$ cat src/rtl/seg7_pkg.sv
// Shared constants for the 7-segment readback path: legal glyphs (active-low a..g),
// FSM state encoding and the decoded-result record.
package seg7_pkg;

   localparam logic [6:0] SEG_0     = 7'b0000001;
   localparam logic [6:0] SEG_1     = 7'b1001111;
   localparam logic [6:0] SEG_2     = 7'b0010010;
   localparam logic [6:0] SEG_3     = 7'b0000110;
   localparam logic [6:0] SEG_4     = 7'b1001100;
   localparam logic [6:0] SEG_5     = 7'b0100100;
   localparam logic [6:0] SEG_6     = 7'b0100000;
   localparam logic [6:0] SEG_7     = 7'b0001111;
   localparam logic [6:0] SEG_8     = 7'b0000000;
   localparam logic [6:0] SEG_9     = 7'b0000100;
   localparam logic [6:0] SEG_A     = 7'b0001000;
   localparam logic [6:0] SEG_B     = 7'b1100000;
   localparam logic [6:0] SEG_C     = 7'b0110001;
   localparam logic [6:0] SEG_D     = 7'b1000010;
   localparam logic [6:0] SEG_E     = 7'b0110000;
   localparam logic [6:0] SEG_F     = 7'b0111000;
   localparam logic [6:0] SEG_BLANK = 7'b1111111;

   localparam int STABLE_CYCLES_DEF = 4;

   typedef enum logic {ST_SETTLE, ST_PRESENT} state_e;

   typedef struct packed {
      logic       err;
      logic [3:0] value;
   } glyph_t;

endpackage

$ cat src/rtl/seg7_glyph_decode.sv
// Combinational inverse of the hex display encoder; anything that is not one of
// the 16 hex glyphs reports err with value 0.
module seg7_glyph_decode
   import seg7_pkg::*;
(
   input  logic [6:0] seg,
   output glyph_t     glyph
);

   always_comb begin
      glyph.err   = 1'b0;
      glyph.value = 4'h0;
      case (seg)
         SEG_0:   glyph.value = 4'h0;
         SEG_1:   glyph.value = 4'h1;
         SEG_2:   glyph.value = 4'h2;
         SEG_3:   glyph.value = 4'h3;
         SEG_4:   glyph.value = 4'h4;
         SEG_5:   glyph.value = 4'h5;
         SEG_6:   glyph.value = 4'h6;
         SEG_7:   glyph.value = 4'h7;
         SEG_8:   glyph.value = 4'h8;
         SEG_9:   glyph.value = 4'h9;
         SEG_A:   glyph.value = 4'hA;
         SEG_B:   glyph.value = 4'hB;
         SEG_C:   glyph.value = 4'hC;
         SEG_D:   glyph.value = 4'hD;
         SEG_E:   glyph.value = 4'hE;
         SEG_F:   glyph.value = 4'hF;
         default: glyph.err   = 1'b1;
      endcase
   end

endmodule

$ cat src/rtl/seg7_readback.sv
// Samples the display pattern and sign, waits for it to settle, decodes it and
// offers each new settled result on a valid/ready handshake.
module seg7_readback
   import seg7_pkg::*;
#(
   parameter int STABLE_CYCLES = STABLE_CYCLES_DEF,
   parameter int CNT_W         = 8
) (
   input  logic             clk,
   input  logic             rst_n,
   input  logic [6:0]       lcd,
   input  logic             lcd_o,
   input  logic             out_ready,
   output logic             out_valid,
   output logic [3:0]       out_value,
   output logic             out_neg,
   output logic             out_err,
   output logic             overrun,
   output logic [CNT_W-1:0] deliver_cnt
);

   localparam logic [7:0]       SAMP_RST = {SEG_BLANK, 1'b0};
   localparam logic [CNT_W-1:0] CNT_SAT  = CNT_W'(STABLE_CYCLES - 1);

   state_e           state_q, state_d;
   logic [7:0]       samp_q, samp_d;
   logic [7:0]       prev_q, prev_d;
   logic [7:0]       last_q, last_d;
   logic [CNT_W-1:0] cnt_q, cnt_d;
   logic             first_q, first_d;
   logic             requal_q, requal_d;
   logic             out_valid_q, out_valid_d;
   logic [3:0]       out_value_q, out_value_d;
   logic             out_neg_q, out_neg_d;
   logic             out_err_q, out_err_d;
   logic             overrun_q, overrun_d;
   logic [CNT_W-1:0] deliver_cnt_q, deliver_cnt_d;

   logic             match;
   logic             settled;
   logic             fresh;
   logic             accept;
   logic [CNT_W-1:0] cnt_adv;
   glyph_t           glyph;

   seg7_glyph_decode u_decode (
      .seg   (samp_q[7:1]),
      .glyph (glyph)
   );

   always_comb begin
      samp_d = {lcd, lcd_o};
      prev_d = samp_q;

      // The compare right after an acceptance is disqualified so a pattern that
      // settled during PRESENT must re-qualify for the full window.
      match   = (samp_q == prev_q) && !requal_q;
      cnt_adv = !match ? '0 : (cnt_q == CNT_SAT) ? cnt_q : cnt_q + 1'b1;
      settled = match && (cnt_adv == CNT_SAT);
      fresh   = settled && (first_q || (samp_q != last_q));
      accept  = out_valid_q && out_ready;

      state_d       = state_q;
      last_d        = last_q;
      cnt_d         = cnt_adv;
      first_d       = first_q;
      requal_d      = 1'b0;
      out_valid_d   = out_valid_q;
      out_value_d   = out_value_q;
      out_neg_d     = out_neg_q;
      out_err_d     = out_err_q;
      overrun_d     = overrun_q;
      deliver_cnt_d = deliver_cnt_q;

      case (state_q)
         ST_SETTLE: begin
            if (fresh) begin
               state_d     = ST_PRESENT;
               out_valid_d = 1'b1;
               out_value_d = glyph.value;
               out_err_d   = glyph.err;
               out_neg_d   = samp_q[0];
               last_d      = samp_q;
               first_d     = 1'b0;
            end
         end
         ST_PRESENT: begin
            if (accept) begin
               state_d       = ST_SETTLE;
               out_valid_d   = 1'b0;
               deliver_cnt_d = deliver_cnt_q + 1'b1;
               overrun_d     = 1'b0;
               cnt_d         = '0;
               requal_d      = 1'b1;
            end else if (fresh) begin
               overrun_d = 1'b1;
            end
         end
         default: state_d = ST_SETTLE;
      endcase
   end

   always_ff @(posedge clk) begin
      if (!rst_n) begin
         state_q       <= ST_SETTLE;
         samp_q        <= SAMP_RST;
         prev_q        <= SAMP_RST;
         last_q        <= SAMP_RST;
         cnt_q         <= '0;
         first_q       <= 1'b1;
         requal_q      <= 1'b0;
         out_valid_q   <= 1'b0;
         out_value_q   <= 4'h0;
         out_neg_q     <= 1'b0;
         out_err_q     <= 1'b0;
         overrun_q     <= 1'b0;
         deliver_cnt_q <= '0;
      end else begin
         state_q       <= state_d;
         samp_q        <= samp_d;
         prev_q        <= prev_d;
         last_q        <= last_d;
         cnt_q         <= cnt_d;
         first_q       <= first_d;
         requal_q      <= requal_d;
         out_valid_q   <= out_valid_d;
         out_value_q   <= out_value_d;
         out_neg_q     <= out_neg_d;
         out_err_q     <= out_err_d;
         overrun_q     <= overrun_d;
         deliver_cnt_q <= deliver_cnt_d;
      end
   end

   assign out_valid   = out_valid_q;
   assign out_value   = out_value_q;
   assign out_neg     = out_neg_q;
   assign out_err     = out_err_q;
   assign overrun     = overrun_q;
   assign deliver_cnt = deliver_cnt_q;

endmodule

$ cat config.mk
export PLATFORM = sky130hd
export DESIGN_NAME = seg7_readback
export DESIGN_NICKNAME = d
export VERILOG_FILES = /design/src/rtl/seg7_pkg.sv /design/src/rtl/seg7_glyph_decode.sv /design/src/rtl/seg7_readback.sv
export SDC_FILE = /design/constraint.sdc
export NUM_CORES = 1
export LEC_CHECK = 0
export ABC_AREA = 1
export ABC_CLOCK_PERIOD_IN_PS = 3400
export CORE_MARGIN = 1.5
export CORE_UTILIZATION = 60
export CTS_CLUSTER_DIAMETER = 120
export CTS_CLUSTER_SIZE = 28
export DETAILED_ROUTE_END_ITERATION = 10
export PLACE_DENSITY = 0.84
export RECOVER_POWER = 50
export SETUP_SLACK_MARGIN = 0.4
export SLEW_MARGIN = 15
export SYNTH_ARGS = -nofsm -noshare
export SYNTH_HDL_FRONTEND = slang
export SYNTH_SLANG_ARGS = --single-unit
$ cat constraint.sdc
create_clock -name clk -period 3.4 [get_ports clk]
set_input_delay 0.68 -clock clk [delete_from_list [all_inputs] [get_ports clk]]
set_output_delay 0.68 -clock clk [all_outputs]
set_load 0.02 [all_outputs]
# Yosys cells after proc, flatten, opt, wreduce, memory -nomap -nowiden
# Cells that the tools add are included.
[word_totals]
output_inout_bits = 16
register_bits = 51
input_bits = 11
word_cells = 65
[op_classes]
n_reduce_logical = 14
bitwise_logic = 1
eq_ne = 21
mux = 14
n_addsub = 2
[op_table]
columns = ["op", "count"]
rows = [
  ["4-bit one-hot mux with 15 select lines", 1],
  ["7-bit by 6-bit equality test with 1-bit output, second input constant", 5],
  ["8-bit two-way mux", 4],
  ["7-bit equality test, second input constant", 4],
  ["8-bit by 1-bit adder with 8-bit output, second input constant", 2],
  ["8-bit by 2-bit equality test with 1-bit output, second input constant", 2],
  ["16-bit OR reduction", 1],
  ["7-bit by 3-bit equality test with 1-bit output, second input constant", 2],
  ["7-bit by 4-bit equality test with 1-bit output, second input constant", 2],
  ["2-bit AND reduction", 5],
  ["8-bit equality test", 1],
  ["8-bit != test", 1],
  ["7-bit by 1-bit equality test with 1-bit output, second input constant", 1],
  ["7-bit by 5-bit equality test with 1-bit output, second input constant", 1],
  ["7-bit zero test", 1],
  ["1-bit two-way mux", 7],
  ["1-bit logical AND", 4],
  ["1-bit one-hot mux with 2 select lines", 2],
  ["2-bit by 1-bit != test with 1-bit output, second input constant", 1],
  ["2-bit != test, second input constant", 1],
  ["2-bit nonzero test", 1],
  ["1-bit zero test", 1],
  ["1-bit logical OR", 1],
  ["1-bit NOT", 1],
]

# Longest topological paths before layout
[logic_depth]
word_depth = 8
depth_mapped = 13
depth_no_buf = 13

# Hierarchy
# From an unflattened synthesis, not the netlist that was laid out.
[unflattened]
cells_unflattened = 395
hier_area_um2 = 2575.0
[modules_own_cells]
columns = ["mod", "instances", "area_per_inst_um2", "seq_area_each_um2", "cells_each"]
rows = [
  ["seg7_readback", 1, 2257.2, 1001.0, 321],
  ["seg7_glyph_decode", 1, 317.8, 0.0, 74],
]

# Worst setup path after synthesis
# OpenSTA, ideal clock, no wires.
[synth_timing]
kind = "flip-flop to flip-flop"
from = "reg cnt_q[0]"
to = "reg last_q[6]"
synth_period_minus_slack_ns = 1.751
path_slack_ns = 1.649
setup_ns = 0.130
stages_incl_launch_ff = 14
required_time_ns = 3.270
n_path_buf = 1
arrival_ns = 1.621
path_cell_list = "dfxtp_1 ha_1 nand2_1 nor2_1 nand2_1 nand2_1 nand2_1 nor2_1 nand2_1 nor2_4 nand3_4 buf_6 nand2_1 nand3_1"
[synth_via]
elab_chain_len = 7
word_cells_on_any_way = 8
classes_between = "1 x add/sub; 2 x eq/ne; 2 x mux; 3 x reduce/logical"
[synth_lines]
columns = ["element", "line", "source"]
rows = [
  ["from (decl)", "seg7_readback.sv:29", "logic [CNT_W-1:0] cnt_q, cnt_d;"],
  ["from (signal assigned)", "seg7_readback.sv:123", "cnt_q <= cnt_d;"],
  ["8-bit by 1-bit adder with 8-bit output / 8-bit by 2-bit equality test with 1-bit output (equally long branches)", "seg7_readback.sv:58", "cnt_adv = !match ? '0 : (cnt_q == CNT_SAT) ? cnt_q : cnt_q + 1'b1;"],
  ["8-bit two-way mux (*) (2 in series)", "seg7_readback.sv:58", ""],
  ["8-bit by 2-bit equality test with 1-bit output (*)", "seg7_readback.sv:59", "settled = match && (cnt_adv == CNT_SAT);"],
  ["1-bit logical AND (*)", "seg7_readback.sv:59", ""],
  ["1-bit logical AND (*)", "seg7_readback.sv:60", "fresh = settled && (first_q || (samp_q != last_q));"],
  ["2-bit AND reduction (no source line) (*)", "-", ""],
  ["to (signal assigned)", "seg7_readback.sv:122", "last_q <= last_d;"],
  ["to (decl)", "seg7_readback.sv:28", "logic [7:0] last_q, last_d;"],
]
# Every way passes the cells marked *; elsewhere a longest branch is shown, timed or not.
# A chain may end at the register's enable or synchronous reset.

# Worst setup path in the final report
[layout_timing]
from = "reg cnt_q[0]"
to = "reg last_q[1]"
# Same word-level chain as after synthesis.

==> report_table.html <==
<table>
<tr><th>Metric</th><th>Value</th></tr>
<tr><th colspan="2">Clocking</th></tr>
<tr><td>Clock-pin slew of the registers on the worst-case setup and hold paths</td><td>90 ps</td></tr>
<tr><td>Clock tree from TritonCTS</td><td>done</td></tr>
<tr><td>Master cell of the clock root buffer</td><td>clkbuf_8</td></tr>
<tr><td>CTS buffer count</td><td>5</td></tr>
<tr><td>Clock net sink count</td><td>50</td></tr>
<tr><td>Post-CTS setup buffer count</td><td>0</td></tr>
<tr><td>Cts repair resizes</td><td>0</td></tr>
<tr><td>Count of hold buffers inserted by post-cts repair</td><td>0</td></tr>
<tr><td>H-tree level count</td><td>2</td></tr>
<tr><td>Clock insertion delay at the later pin of the skew report</td><td>310 ps</td></tr>
<tr><td>Max Buffers Root-to-Sink</td><td>2</td></tr>
<tr><th colspan="2">Outcome</th></tr>
<tr><td>Status</td><td>completed</td></tr>
<tr><th colspan="2">Timing</th></tr>
<tr><td>Final setup viols</td><td>0</td></tr>
<tr><td>Final Max Slew Viols</td><td>0</td></tr>
<tr><td>Fin Setup TNS</td><td>0 ps</td></tr>
<tr><td>Pin slew with the least headroom to its limit</td><td>585.2 ps</td></tr>
<tr><td>Hold Fails Final Rpt</td><td>0</td></tr>
<tr><td>Setup repair after global routing missed its margin</td><td>false</td></tr>
<tr><td>Relative slew slack</td><td>60.95%</td></tr>
<tr><td>Portion of the clock cycle consumed by the worst path in the final layout</td><td>65.37%</td></tr>
<tr><td>Worst setup skew after layout</td><td>9.366 ps</td></tr>
<tr><td>Fmax</td><td>449.9 MHz</td></tr>
<tr><td>Shortest clock period the worst path allows after layout</td><td>2223 ps</td></tr>
<tr><th colspan="2">Synth</th></tr>
<tr><td>Number of standard cells after synthesis</td><td>356</td></tr>
<tr><td>Post-synth EDFFs</td><td>0</td></tr>
<tr><td>Warnings from Yosys</td><td>0</td></tr>
<tr><td>Most instantiated flip-flop cell in the synthesis netlist</td><td>dfxtp_1</td></tr>
<tr><td>Avg Inst Size Synth</td><td>6.804 um^2</td></tr>
<tr><td>Main area contributors after synthesis</td><td>dfxtp_1, nand2_1, nor2_1</td></tr>
<tr><td>Share of synthesized registers carrying an async set or reset</td><td>0%</td></tr>
<tr><td>Portion of the post-synthesis area used by sequential elements</td><td>41.32%</td></tr>
<tr><td>Largest area contributor in the synthesized netlist</td><td>dfxtp_1</td></tr>
<tr><td>Combined area of all synthesized cells</td><td>0.002422 mm^2</td></tr>
<tr><td>Cell variety after synth</td><td>26</td></tr>
<tr><td>Synth Register Bits</td><td>50</td></tr>
<tr><td>Net Count, Synth</td><td>369</td></tr>
<tr><td>Share of Yosys cell area claimed by the top area cell type</td><td>41.32%</td></tr>
<tr><th colspan="2">Worst hold path</th></tr>
<tr><td>Worst hold path class</td><td>flop to flop</td></tr>
<tr><th colspan="2">Finish</th></tr>
<tr><td>Most common library cell in the layout ignoring fill and taps</td><td>nand2_1</td></tr>
<tr><td>Diodes inserted</td><td>0</td></tr>
<tr><td>Count of non-filler cells in the finished layout</td><td>429</td></tr>
<tr><td>Layout overhead on the synthesized area</td><td>17.05%</td></tr>
<tr><td>Layout cells sized above 1</td><td>7.612%</td></tr>
<tr><td>Most frequent cells in the layout</td><td>nand2_1, nor2_1, dfxtp_1</td></tr>
<tr><td>Final Net Count</td><td>393</td></tr>
<tr><th colspan="2">Detailed routing</th></tr>
<tr><td>Average wire per standard cell</td><td>11.75 um</td></tr>
<tr><td>Vias per inst</td><td>5.154</td></tr>
<tr><td>Via count</td><td>2,211</td></tr>
<tr><td>Violation count after the first detailed-route iteration</td><td>134</td></tr>
<tr><td>Aggregate routed wire length</td><td>5042 um</td></tr>
<tr><td>Count of nets left with antenna violations after detail routing</td><td>0</td></tr>
<tr><td>Remaining design rule violation count</td><td>0</td></tr>
<tr><td>Initial DRT Pass Iterations</td><td>4</td></tr>
<tr><th colspan="2">Global route</th></tr>
<tr><td>First-pass GRT wire length</td><td>8707 um</td></tr>
<tr><td>Global route hottest layer</td><td>met2</td></tr>
<tr><td>Antenna violations before repair</td><td>0</td></tr>
<tr><td>Via count of the first global-routing pass</td><td>1,989</td></tr>
<tr><td>Global route total overflow</td><td>0</td></tr>
<tr><td>Met1 usage</td><td>34.28%</td></tr>
<tr><td>Global-route total usage across every layer</td><td>25.23%</td></tr>
<tr><td>GR met2 Demand/Resource</td><td>40.50%</td></tr>
<tr><td>Met3 layer usage reported by global route</td><td>4.223%</td></tr>
<tr><td>Largest net degree at the start of global routing</td><td>28</td></tr>
<tr><th colspan="2">Die</th></tr>
<tr><td>Area of the core</td><td>0.003771 mm^2</td></tr>
<tr><td>Horizontal die dimension</td><td>66.54 um</td></tr>
<tr><td>Number of placement rows</td><td>22</td></tr>
<tr><td>Total I/O pin count</td><td>27</td></tr>
<tr><td>Total Die Area</td><td>0.004428 mm^2</td></tr>
<tr><td>Starting Density</td><td>64.23%</td></tr>
<tr><td>Die Y</td><td>66.54 um</td></tr>
<tr><th colspan="2">Worst setup path</th></tr>
<tr><td>Reg2reg setup slack</td><td>1180 ps</td></tr>
<tr><td>Critical R2R Capture</td><td>last_q[1]</td></tr>
<tr><td>CP arrival</td><td>2410 ps</td></tr>
<tr><td>Classification of the worst setup path</td><td>flop to flop</td></tr>
<tr><td>Critical Path Start</td><td>cnt_q[0]</td></tr>
<tr><td>Critical Path Sink Type</td><td>flop</td></tr>
<tr><td>Maximum fanout encountered on the critical timing path</td><td>18</td></tr>
<tr><td>End point of the critical path</td><td>last_q[1]</td></tr>
<tr><td>Reg2reg start</td><td>cnt_q[0]</td></tr>
<tr><td>Cell depth of the worst flop-to-flop path</td><td>9</td></tr>
<tr><td>Startpoint kind of the worst setup timing path</td><td>flop</td></tr>
<tr><td>Data required, critical path</td><td>3580 ps</td></tr>
<tr><th colspan="2">Place</th></tr>
<tr><td>Number of cells after detailed placement</td><td>421</td></tr>
<tr><td>Final weighted congestion in routability-driven placement</td><td>0.9471</td></tr>
<tr><td>Sum of net half-perimeters after detailed placement</td><td>3619 um</td></tr>
<tr><td>Number of buffers added on ports</td><td>26</td></tr>
<tr><th colspan="2">Pwr</th></tr>
<tr><td>Total Power Consumption</td><td>1.177 mW</td></tr>
<tr><td>Switching Share</td><td>21.84%</td></tr>
<tr><td>Int Power</td><td>919.6 uW</td></tr>
<tr><td>Switching power total</td><td>256.9 uW</td></tr>
<tr><td>Leak pwr</td><td>1.333 nW</td></tr>
<tr><td>Power per cell area</td><td>415.0 mW/mm^2</td></tr>
<tr><td>Clock network power share</td><td>42.3%</td></tr>
<tr><td>Sequential Power Share</td><td>51.7%</td></tr>
<tr><td>Maximum vdd drop</td><td>332.7 uV</td></tr>
<tr><td>Combinational power share</td><td>6.0%</td></tr>
<tr><th colspan="2">Job</th></tr>
<tr><td>Max-Cap Viols</td><td>0</td></tr>
</table>
==> metal layers <==
metal,part of all wire [%],vias up,routed length (um)
met3,5.8,8,290
met2,45,70,2283
met4,1.3,0,65
li1,-,1154,-
met1,48,979,2402
met5,0,-,0
==> stage by stage <==
stage / setup WS (ps) / area [um^2] / utilization [%] / hold WS (ps)
2_1_floorplan: 1649 / 2422 / - / 419.6
3_3_place_gp: 1232 / 2698 / 71.53 / 442.0
3_5_place_dp: 1212 / 2698 / 71.53 / 441.1
4_1_cts: 1170 / 2835 / 75.18 / 471.5
5_1_grt: 898.4 / 2835 / 75.18 / 498.7
6_report: 1177 / 2835 / 75.18 / 468.4
==> worst max-delay path, cell delays in order, from the launching register on <==
cell and delay (ps):
dfxtp_1 380, ha_1 210, nand3_1 120, nor2_1 130, xnor2_1 150, nand3_1 110, nor2_2 490, nand3_4 290
nand2_1 130, nand3_1 80
==> flip-flops by register name (all words and copies together), names as in the netlist, 4 cells and up <==
| name | count |
|---|---|
| cnt_q | 8 |
| last_q | 8 |
| prev_q | 8 |
| prev_d | 8 |
| out_value | 4 |
| deliver_cnt | 8 |
==> Yosys cell counts, drive strengths merged, types with 4 or more instances <==
master,instances
clkbuf,5
inv,52
nand3,29
nand4,15
xor2,7
o21ai,5
nor3,8
a21oi,13
or2,8
nand2,91
buf,5
nor2,59
xnor2,4
dfxtp,50
==> worst min path at each step <==
stage	startpoint	to	slack (ps)	cells past startpoint
global placement	overrun	overrun	440	2
CTS	overrun	overrun	470	2
floorplan	first_q	first_q	420	2
global route	first_q	first_q	500	2
finish	overrun	overrun	470	2
detailed placement	first_q	first_q	440	2
==> kinds of logic (layout without fill, tap and decap cells) <==
logic type               count (synthesis)  after routing  synth area share, %
buffers and inverters                   62             87                10.23
AO/OA/AOI/OAI                           19             19                4.339
adder cells (fa/ha/maj)                  2              2                1.033
XOR/XNOR                                11             11                3.977
AND/OR/NAND/NOR                        212            212                39.10
flip-flops                              50             50                41.32
==> cell type report <==
| class | instances | area [um^2] |
|---|---|---|
| Multi-Input combinational cell | 244 | 1174 |
| Sequential cell | 50 | 1001 |
| Fill cell | 308 | 935.9 |
| Timing Repair Buffer | 27 | 267.8 |
| Inverter | 52 | 195.2 |
| Clock buffer | 5 | 68.82 |
| Clock inverter | 3 | 68.82 |
| Tap cell | 48 | 60.06 |
==> power by group through the flow <==
stage	Combinational (mW)	Clock, mW	Sequential, mW
after floorplan	0.0512	0	0.616
after global placement	0.0701	0	0.622
after detailed placement	0.0706	0	0.622
after CTS	0.0711	0.500	0.608
after global routing	0.0793	0.524	0.610
final	0.0709	0.497	0.609
Note: power is estimated with default switching activity, not from simulation.
